<file path="src/rtl/inciso2_sweep_ctrl.sv">
// inciso2_sweep_ctrl
//   Walks the five-input inciso-2 function through all 32 input vectors,
//   samples S_OR for each one and builds the full truth table plus a count
//   of its set bits (the minterm count).
//
// Parameters
//   SETTLE    extra wait cycles between applying a vector and sampling (0..15)
//   EXPECTED  golden truth table (present only with SWEEP_CHECK_EN)
//
// Optional feature macro: SWEEP_CHECK_EN
//   When defined, the final table is compared against EXPECTED as the sweep
//   completes, and the result is held on mismatch. When undefined, mismatch
//   is tied low and no comparator exists.
//
// Ports
//   clk       system clock, rising edge
//   rst       asynchronous active-high reset
//   start     sweep request, sampled in IDLE only
//   abort     cancel a running sweep (wins over start in IDLE)
//   f_in      S_OR returned by the function instance
//   x_o..m_o  function inputs; vector index = {X,Y,Z,K,M}, X is the MSB
//   busy      high while sweeping
//   done      one-cycle pulse when a sweep completes
//   table_o   bit i holds f(i)
//   ones_o    number of set bits in table_o (0..32)
//   mismatch  final table differs from EXPECTED
module inciso2_sweep_ctrl #(
  parameter int unsigned SETTLE = 1
`ifdef SWEEP_CHECK_EN
  , parameter logic [31:0] EXPECTED = 32'h0A3E8C5C
`endif
) (
  input  logic        clk,
  input  logic        rst,
  input  logic        start,
  input  logic        abort,
  input  logic        f_in,
  output logic        x_o,
  output logic        y_o,
  output logic        z_o,
  output logic        k_o,
  output logic        m_o,
  output logic        busy,
  output logic        done,
  output logic [31:0] table_o,
  output logic [5:0]  ones_o,
  output logic        mismatch
);

  typedef enum logic [1:0] {
    IDLE,
    WAIT,
    DONE
  } state_t;

  localparam logic [3:0] SETTLE_CNT = 4'(SETTLE);

  state_t     state;
  logic [4:0] idx;
  logic [3:0] cnt;

  // idx is returned to zero whenever the sweep leaves WAIT, so it can drive
  // the function inputs directly and still read zero in IDLE and DONE.
  assign {x_o, y_o, z_o, k_o, m_o} = idx;

  always_ff @(posedge clk or posedge rst) begin
    if (rst) begin
      state   <= IDLE;
      idx     <= '0;
      cnt     <= '0;
      busy    <= 1'b0;
      done    <= 1'b0;
      table_o <= '0;
      ones_o  <= '0;
`ifdef SWEEP_CHECK_EN
      mismatch <= 1'b0;
`endif
    end else begin
      done <= 1'b0;
      case (state)
        IDLE: begin
          if (start && !abort) begin
            table_o <= '0;
            ones_o  <= '0;
            idx     <= '0;
            cnt     <= SETTLE_CNT;
            busy    <= 1'b1;
            state   <= WAIT;
`ifdef SWEEP_CHECK_EN
            mismatch <= 1'b0;
`endif
          end
        end

        WAIT: begin
          if (abort) begin
            // Partial results are kept; the sample due this cycle is dropped.
            busy  <= 1'b0;
            idx   <= '0;
            state <= IDLE;
          end else if (cnt != 4'd0) begin
            cnt <= cnt - 4'd1;
          end else begin
            table_o[idx] <= f_in;
            ones_o       <= ones_o + {5'd0, f_in};
            if (idx == 5'd31) begin
              busy  <= 1'b0;
              done  <= 1'b1;
              idx   <= '0;
              state <= DONE;
`ifdef SWEEP_CHECK_EN
              // Bit 31 is being written this same edge, so splice it in.
              mismatch <= ({f_in, table_o[30:0]} != EXPECTED);
`endif
            end else begin
              idx <= idx + 5'd1;
              cnt <= SETTLE_CNT;
            end
          end
        end

        DONE: begin
          state <= IDLE;
        end

        default: begin
          state <= IDLE;
        end
      endcase
    end
  end

`ifndef SWEEP_CHECK_EN
  assign mismatch = 1'b0;
`endif

endmodule

</file>
<file path="config.mk">
export PLATFORM = sky130hd
export DESIGN_NAME = inciso2_sweep_ctrl
export DESIGN_NICKNAME = d
export VERILOG_FILES = /design/src/rtl/inciso2_sweep_ctrl.sv
export SDC_FILE = /design/constraint.sdc
export NUM_CORES = 1
export LEC_CHECK = 0
export CAP_MARGIN = 20
export CORE_UTILIZATION = 40
export CTS_CLUSTER_DIAMETER = 100
export DETAILED_ROUTE_END_ITERATION = 10
export PLACE_DENSITY = 0.68
export SETUP_SLACK_MARGIN = 0.02
export SYNTH_ARGS = -nofsm -noshare
export SYNTH_HDL_FRONTEND = slang
export SYNTH_SLANG_ARGS = --single-unit
export TNS_END_PERCENT = 5
</file>
<file path="constraint.sdc">
create_clock -name clk -period 5 [get_ports clk]
set_input_delay 1 -clock clk [delete_from_list [all_inputs] [get_ports clk]]
set_output_delay 1 -clock clk [all_outputs]
set_load 0.01 [all_outputs]
</file>
# Yosys cells after proc, flatten, opt, wreduce, memory -nomap -nowiden

Cells that the tools add are included.
W data, S select, Z words.

Add/subtract/negate cells: 3
Multiply operators: 0
Divide/modulo/power cells: 0
Magnitude comparators: 2
Equality and inequality tests: 8
Shift operators: 0
Muxes and demuxes: 35
Bitwise gates (word level): 0
Reduce and logical (&&, ||, !) cells: 11

Operators with widths:

| operator              | count |
|---|---|
| $mux W32              | 3 |
| $pmux W32 S2          | 1 |
| $bwmux W32            | 1 |
| $mux W5               | 4 |
| $mux W6               | 3 |
| $mux W4               | 4 |
| $pmux W6 S2           | 1 |
| $reduce_and A4 Y1     | 3 |
| $pmux W5 S2           | 1 |
| $mux W1               | 9 |
| $ne A3 B3 Y1 const B  | 3 |
| $mux W2               | 4 |
| $pmux W4 S2           | 1 |
| $add A6 B1 Y6         | 1 |
| $lt A5 B6 Y1 const B  | 1 |
| $ne A2 B2 Y1 const B  | 3 |
| $reduce_and A3 Y1     | 2 |
| $add A5 B1 Y5 const B | 1 |
| $demux W1 S5          | 1 |
| $eq A5 B5 Y1 const B  | 1 |
| $ge A5 B1 Y1 const B  | 1 |
| $pmux W2 S2           | 1 |
| $reduce_bool A4 Y1    | 1 |
| $sub A4 B1 Y4 const B | 1 |
| 6 further kinds       | 7 |

Flip-flop bits (word level): 51
Bits in latches: 0
Memory bits (writable): 0
Bits in read-only memories: 0
Bits of input ports: 5
Output and inout port bits: 46
Memories: 0

# Depth between registers and ports, before layout

Gate-level depths: netlist of run 1.

Word-level depth: 8
Mapped depth: 8
Mapped depth without buffers: 8

# Worst setup path before layout of run 1

Ideal clock, no wire load.

Path kind: input port to flip-flop
Start: input port abort
End: register table_o[12]
Arrival time: 2.256 ns
Data required time: 4.860 ns
Path slack: 2.604 ns
Stages on the path: 7
Path buffers: 3
Cells stage by stage: or2_0 buf_2 a211o_1 buf_2 buf_2 o311ai_0 o41ai_1

Cells in the longest elaborated chain, start to end: 4

RTL lines:

| what                                 | RTL line | text |
|---|---|---|
| from (decl)                          | 36       | `input logic abort,` |
| $logic_not A1 Y1                     | 82       | `if (start && !abort) begin` |
| $logic_and A1 B1 Y1                  | 82       |  |
| $ne A2 B2 Y1 (no source line)        | --       |  |
| $reduce_and A4 Y1 (no source line) * | --       |  |
| to (signal, indexed assignment)      | 104      | `table_o[idx] <= f_in;` |
| to (decl)                            | 45       | `output logic [31:0] table_o,` |

Every way passes the cells marked *; elsewhere a longest branch is shown, timed or not.
A chain may end at the register's enable or synchronous reset.

# Worst setup path in the final report of run 1

Start: input port abort
End: register table_o[9]

The elaborated chain is that of the path after synthesis.

==> results of run 1 <==
[logic make-up (layout without fill, tap and decap cells)]
kind of cell / count (synthesis) / in the layout / synth area share [%]
buffers and inverters: 28 / 67 / 4.36
other: 1 / 1 / 0.142
DFF: 51 / 51 / 48.4
AOI/OAI and AO/OA: 50 / 50 / 14.4
muxes: 22 / 22 / 8.35
adders and majority gates: 9 / 9 / 4.27
and+or+nand+nor: 104 / 104 / 20.1
[per-layer routing]
layer | routed length [um] | GRT usage (%) | up-vias
li1 | - | - | 1046
met1 | 2810 | 24.6 | 1080
met2 | 2860 | 27.7 | 44
met3 | 182 | 2.49 | 5
met4 | 61 | 5.49 | 0
met5 | 0 | 0 | -
[where the power goes]
| group | leakage, nW | internal, mW | switching (mW) |
|---|---|---|---|
| sequential | 0.702 | 0.425 | 0.0144 |
| clock | 0.0422 | 0.0986 | 0.131 |
| combinational | 0.641 | 0.0434 | 0.0760 |
[sequential cells by signal, indices dropped and copies added, names as in the netlist]
signal,flops
ones_o,6
busy,1
cnt,4
state,2
idx,5
table_o,32
done,1
[layout make-up]
class                   instances  area [sq um]
fillers                       575          3110
flip-flops and latches         51          1280
multi-input cells             186          1250
repair buffers                 50           510
well taps                      77          96.3
clock buffers                   7          76.3
inverters                       9          33.8
clock inverters                 1          5.00
[layout by cell type, fill, tap and decap left out, types with 5 or more instances in the layout]
| master | synthesis | final |
|---|---|---|
| o21ai_0 | 14 | 14 |
| nand4_1 | 8 | 8 |
| nor3_1 | 6 | 6 |
| or3_1 | 6 | 6 |
| inv_1 | 9 | 8 |
| clkdlybuf4s50_1 | 0 | 49 |
| mux2i_1 | 22 | 22 |
| nor2_1 | 7 | 7 |
| a21oi_1 | 6 | 6 |
| dfrtp_1 | 51 | 51 |
| nand3_1 | 13 | 13 |
| ha_1 | 9 | 9 |
| o41ai_1 | 11 | 11 |
| clkbuf_8 | 0 | 5 |
| nand2b_1 | 7 | 7 |
| o311ai_0 | 10 | 10 |
| nand2_1 | 41 | 41 |
[critical path, cell delays in order]
cell and delay [ps]:
clkdlybuf4s50_1 600, or2_0 360, or3_1 860, o311ai_0 310
o41ai_1 130
[worst paths after layout]
| path | to | slack [ps] | cells past startpoint |
|---|---|---|---|
| max | table_o[9]$_DFFE_PP0P_ | 1910 | 5 |
| min | cnt[0]$_DFFE_PP0P_ | 510 | 1 |
| max reg2reg | ones_o[5]$_DFFE_PP0P_ | 2360 | 6 |
| min reg2reg | cnt[0]$_DFFE_PP0P_ | 510 | 1 |
| max in group asynchronous | table_o[22]$_DFFE_PP0P_ | 3560 | 3 |
| min in group asynchronous | cnt[1]$_DFFE_PP0P_ | 950 | 2 |
==> reports/metrics.cfg, run 1 <==
[outcome]
status = completed

[logic_synthesis]
yosysTopAreaCell = dfrtp_1
yosysSeqAreaShare_pct = 48.4
synth.most_common_cell = dfrtp_1
yosys_warnings = 0
netlist_top_cells_area = dfrtp_1 (48%), mux2i_1 (8.3%), nand2_1 (5.8%)
synth_common_cells = dfrtp_1 (51), nand2_1 (41), mux2i_1 (22), o21ai_0 (14), nand3_1 (13)
synthArstFlopShare_pct = 100
synth_nets = 279
synth-edff-count = 0
synth-seq-cells = 51
synth_top_area_share_pct = 48.4
ys.flop_type = dfrtp_1
synth_area_sq_mm = 0.00264
synthDistinctLibCells = 38
netlist_instances = 265
syn_avg_cell_area_sq_um = 9.95

[floorplanning]
die_area_sq_mm = 0.00692
die_y_um = 83.2
start_util_pct = 41.5
core_sq_mm = 0.00635
num_io_pins = 51
num_rows = 29
die_w_um = 83.2

[hold_path]
hp-start = cnt[0]$_DFFE_PP0P_
hp-class = reg2reg

[place]
dpl.hpwl_um = 3910
dpl-instance-area_sq_mm = 0.00314
portBuffers = 49
pre_cts_ws_ps = 1610
place_congestion = 0.793
placedCellCount = 372

[sta]
hold_violations = 0
slew_viol_final = 0
max_freq_mhz = 323
worst_slew_pin_slew_ps = 1030
rsz0062_at_grt = no
setup_ws_ps = 1910
finalClockSkew_ps = 4.73
max_slew_margin_pct = 31.4
period_needed_ps = 3090
finalCritPeriodShare_pct = 61.9
final.setup.tns_ps = 0
holdWs_ps = 513
setup_viol = 0

[finish]
nets = 317
area_growth_pct = 23.0
fin_area_sq_mm = 0.00324
final_util_pct = 51.1
diodes = 0
instances_no_fill = 381
layout-drive-gt1-share_pct = 3.95

[clock_tree]
cts_buffer_depth = 2
clkLatencyLatePin_ps = 300
cts_resized = 0
cts.htree.levels = 2
cts_setup_buffers = 0
cts.sinks = 51
numCtsBuffers = 5
cts_hold_buf = 0
cts_tree = built
cts.root.buffer_cell = clkbuf_8
cts.clk_slew.worst_paths_ps = 90

[global_route]
grt_remaining_overflow = 0
grt_pass1_wl_um = 9960
grt_pass1_vias = 2065
grtUsageTotal_pct = 17.4
antenna_found_initial = 0
grt_max_degree = 52

[setup_path]
cp.arrival_ps = 3280
endpoint_kind = flop
timing.rr.start = cnt[0]$_DFFE_PP0P_
cp.required_ps = 5180
worst-path-max-fanout = 32
worstSetupPathType = in2reg
startpoint = abort
crit_path_start_kind = primary input

[detailed_routing]
dr.first_iter.drc_count = 179
drtAntennaViolNets = 0
wl_um = 5910
viasPerCell = 5.71
first_pass_iters = 4
dr_total_vias = 2175
drcViolationCount = 0
avgRoutedWirePerCell_um = 15.5

[pwr]
finalPower_uw = 788
ir_drop_mv = 0.114
power.density_mw_per_mm2 = 243
leakagePower_nw = 1.38

[run]
maxCapViolations = 0

Power figures use the tool's default switching activity.
==> inputs of run 2 (changes only) <==
--- a/config.mk
+++ b/config.mk
@@ -9,7 +9,7 @@
 export CORE_UTILIZATION = 40
 export CTS_CLUSTER_DIAMETER = 100
 export DETAILED_ROUTE_END_ITERATION = 10
-export PLACE_DENSITY = 0.68
+export PLACE_DENSITY = 0.71
 export SETUP_SLACK_MARGIN = 0.02
 export SYNTH_ARGS = -nofsm -noshare
 export SYNTH_HDL_FRONTEND = slang
==> constraint.sdc (replaced) <==
create_clock -name clk -period 2.75 [get_ports clk]
set_input_delay 0.55 -clock clk [delete_from_list [all_inputs] [get_ports clk]]
set_output_delay 0.55 -clock clk [all_outputs]
set_load 0.01 [all_outputs]
==> reports/metrics.cfg, run 2 (synthesis results as in run 1) <==
[global_route]
grt_remaining_overflow = 0
grt_max_degree = 23
busiest_layer = met2
grt_use_met1_pct = 27.1
grt_pass1_vias = 2088
grt_pass1_wl_um = 10400
grt_use_met3_pct = 3.08
use_met2_pct = 28.5
antenna_found_initial = 0
grtUsageTotal_pct = 18.6

[clock_tree]
numCtsBuffers = 5
cts.clk_slew.worst_paths_ps = 90
cts.htree.levels = 2
cts.sinks = 51
cts_setup_buffers = 0
cts_buffer_depth = 2
cts_resized = 0
clkLatencyLatePin_ps = 310
cts.root.buffer_cell = clkbuf_8
cts_hold_buf = 0
cts_tree = built

[sta]
slew_viol_final = 0
rsz0062_at_grt = no
hold_violations = 0
max_slew_margin_pct = 53.3
finalCritPeriodShare_pct = 90.6
worst_slew_pin_slew_ps = 700
finalClockSkew_ps = 8.45
setup_viol = 0
holdWs_ps = 505
max_freq_mhz = 401
period_needed_ps = 2490
final.setup.tns_ps = 0

[setup_path]
crit_path_start_kind = flop
critPathBufInv = 2
worstSetupPathType = reg2reg
worst-path-max-fanout = 21
critical-path-top-delay-family = compound AO/OA/AOI/OAI gates
endpoint_kind = flop
cp.arrival_ps = 2660
cp_slowest_cell = o311ai_0
slowest_delay_ps = 430
cp.required_ps = 2920
crit_path_cell_trace = inv_1, ha_1, or3b_4, a211o_1, buf_4, o311ai_0, o41ai_1

[detailed_routing]
drcViolationCount = 0
dr.first_iter.drc_count = 117
wl_um = 6060
avgRoutedWirePerCell_um = 15.5
drtAntennaViolNets = 0
viasPerCell = 5.55
dr_total_vias = 2169
first_pass_iters = 4

[pwr]
swShare_pct = 26.6
leakagePower_nw = 1.45
intPower_mw = 1.16
clkPwrFrac_pct = 34.5
pwr-share-comb_pct = 15.0
finalPower_mw = 1.58
power.density_mw_per_mm2 = 472
seqPwrFrac_pct = 50.5
ir_drop_mv = 0.239
power.switching_uw = 420

[floorplanning]
num_io_pins = 51
die_y_um = 83.2
core_sq_mm = 0.00635
die_w_um = 83.2
die_area_sq_mm = 0.00692
num_rows = 29
start_util_pct = 41.5

[place]
place_congestion = 0.748
placedCellCount = 383
dpl.hpwl_um = 4180
portBuffers = 49

[finish]
final_cell_mix = dfrtp_1 (51), clkdlybuf4s50_1 (49), nand2_1 (41)
nets = 327
top_register = table_o
multi_input_area_sq_mm = 0.00125
top_regs = table_o x32, ones_o x6, idx x5
layout-drive-gt1-share_pct = 7.64
regArea_sq_mm = 0.00128
largest_reg_flops = 32
final_common_cell = dfrtp_1
area_growth_pct = 26.8
diodes = 0
instances_no_fill = 391
fillers = 565

[outcome]
status = completed

[hold_path]
hp-class = reg2reg

[run]
maxCapViolations = 0

==> run 2: changes by cell type in the layout (fill, tap and decap cells not counted), sizes merged <==
cell	delta
bufinv	+1
clkbuf	-1
buf	+10
==> run 2: worst paths after layout <==
path	startpoint	end	slack [ps]	depth (start not counted)
worst max-delay path	cnt[0]$_DFFE_PP0P_	table_o[9]$_DFFE_PP0P_	260	7
worst min-delay path	cnt[0]$_DFFE_PP0P_	cnt[0]$_DFFE_PP0P_	500	1
worst max register to register	cnt[0]$_DFFE_PP0P_	table_o[9]$_DFFE_PP0P_	260	7
worst min register to register	cnt[0]$_DFFE_PP0P_	cnt[0]$_DFFE_PP0P_	500	1
max in group asynchronous	rst	table_o[10]$_DFFE_PP0P_	1580	3
min in group asynchronous	rst	ones_o[0]$_DFFE_PP0P_	570	2
==> run 2: area by class of cell <==
cell class | instances | area share (%)
sequential | 51 | 38.2
multi-input combinational | 186 | 37.3
timing repair buffer | 60 | 17.1
inverter | 9 | 1.01
tap | 77 | 2.88
clock inverter | 2 | 1.05
clock buffer | 6 | 2.47
==> run 2: per-stage QoR <==
step | setup slack [ps] | cell area, sq um | utilization (%)
after floorplan | 590 | 2640 | -
after global placement | 243 | 3230 | 50.8
after detailed placement | 171 | 3230 | 50.8
after CTS | 271 | 3340 | 52.7
after global routing | 114 | 3340 | 52.7
final | 259 | 3340 | 52.7
==> run 2: metal layers <==
layer / vias to the layer above / part of all wire (%)
met5: - / 0
met4: 0 / 1.5
met3: 8 / 3.4
met2: 50 / 46
met1: 1049 / 49
li1: 1062 / -
==> run 2: power groups by stage <==
stage	sequential, mW	clock (mW)	combinational [mW]
3_3_place_gp	0.810	0	0.230
2_1_floorplan	0.811	0	0.149
5_1_grt	0.802	0.588	0.265
4_1_cts	0.797	0.552	0.238
6_report	0.797	0.545	0.236
3_5_place_dp	0.811	0	0.237
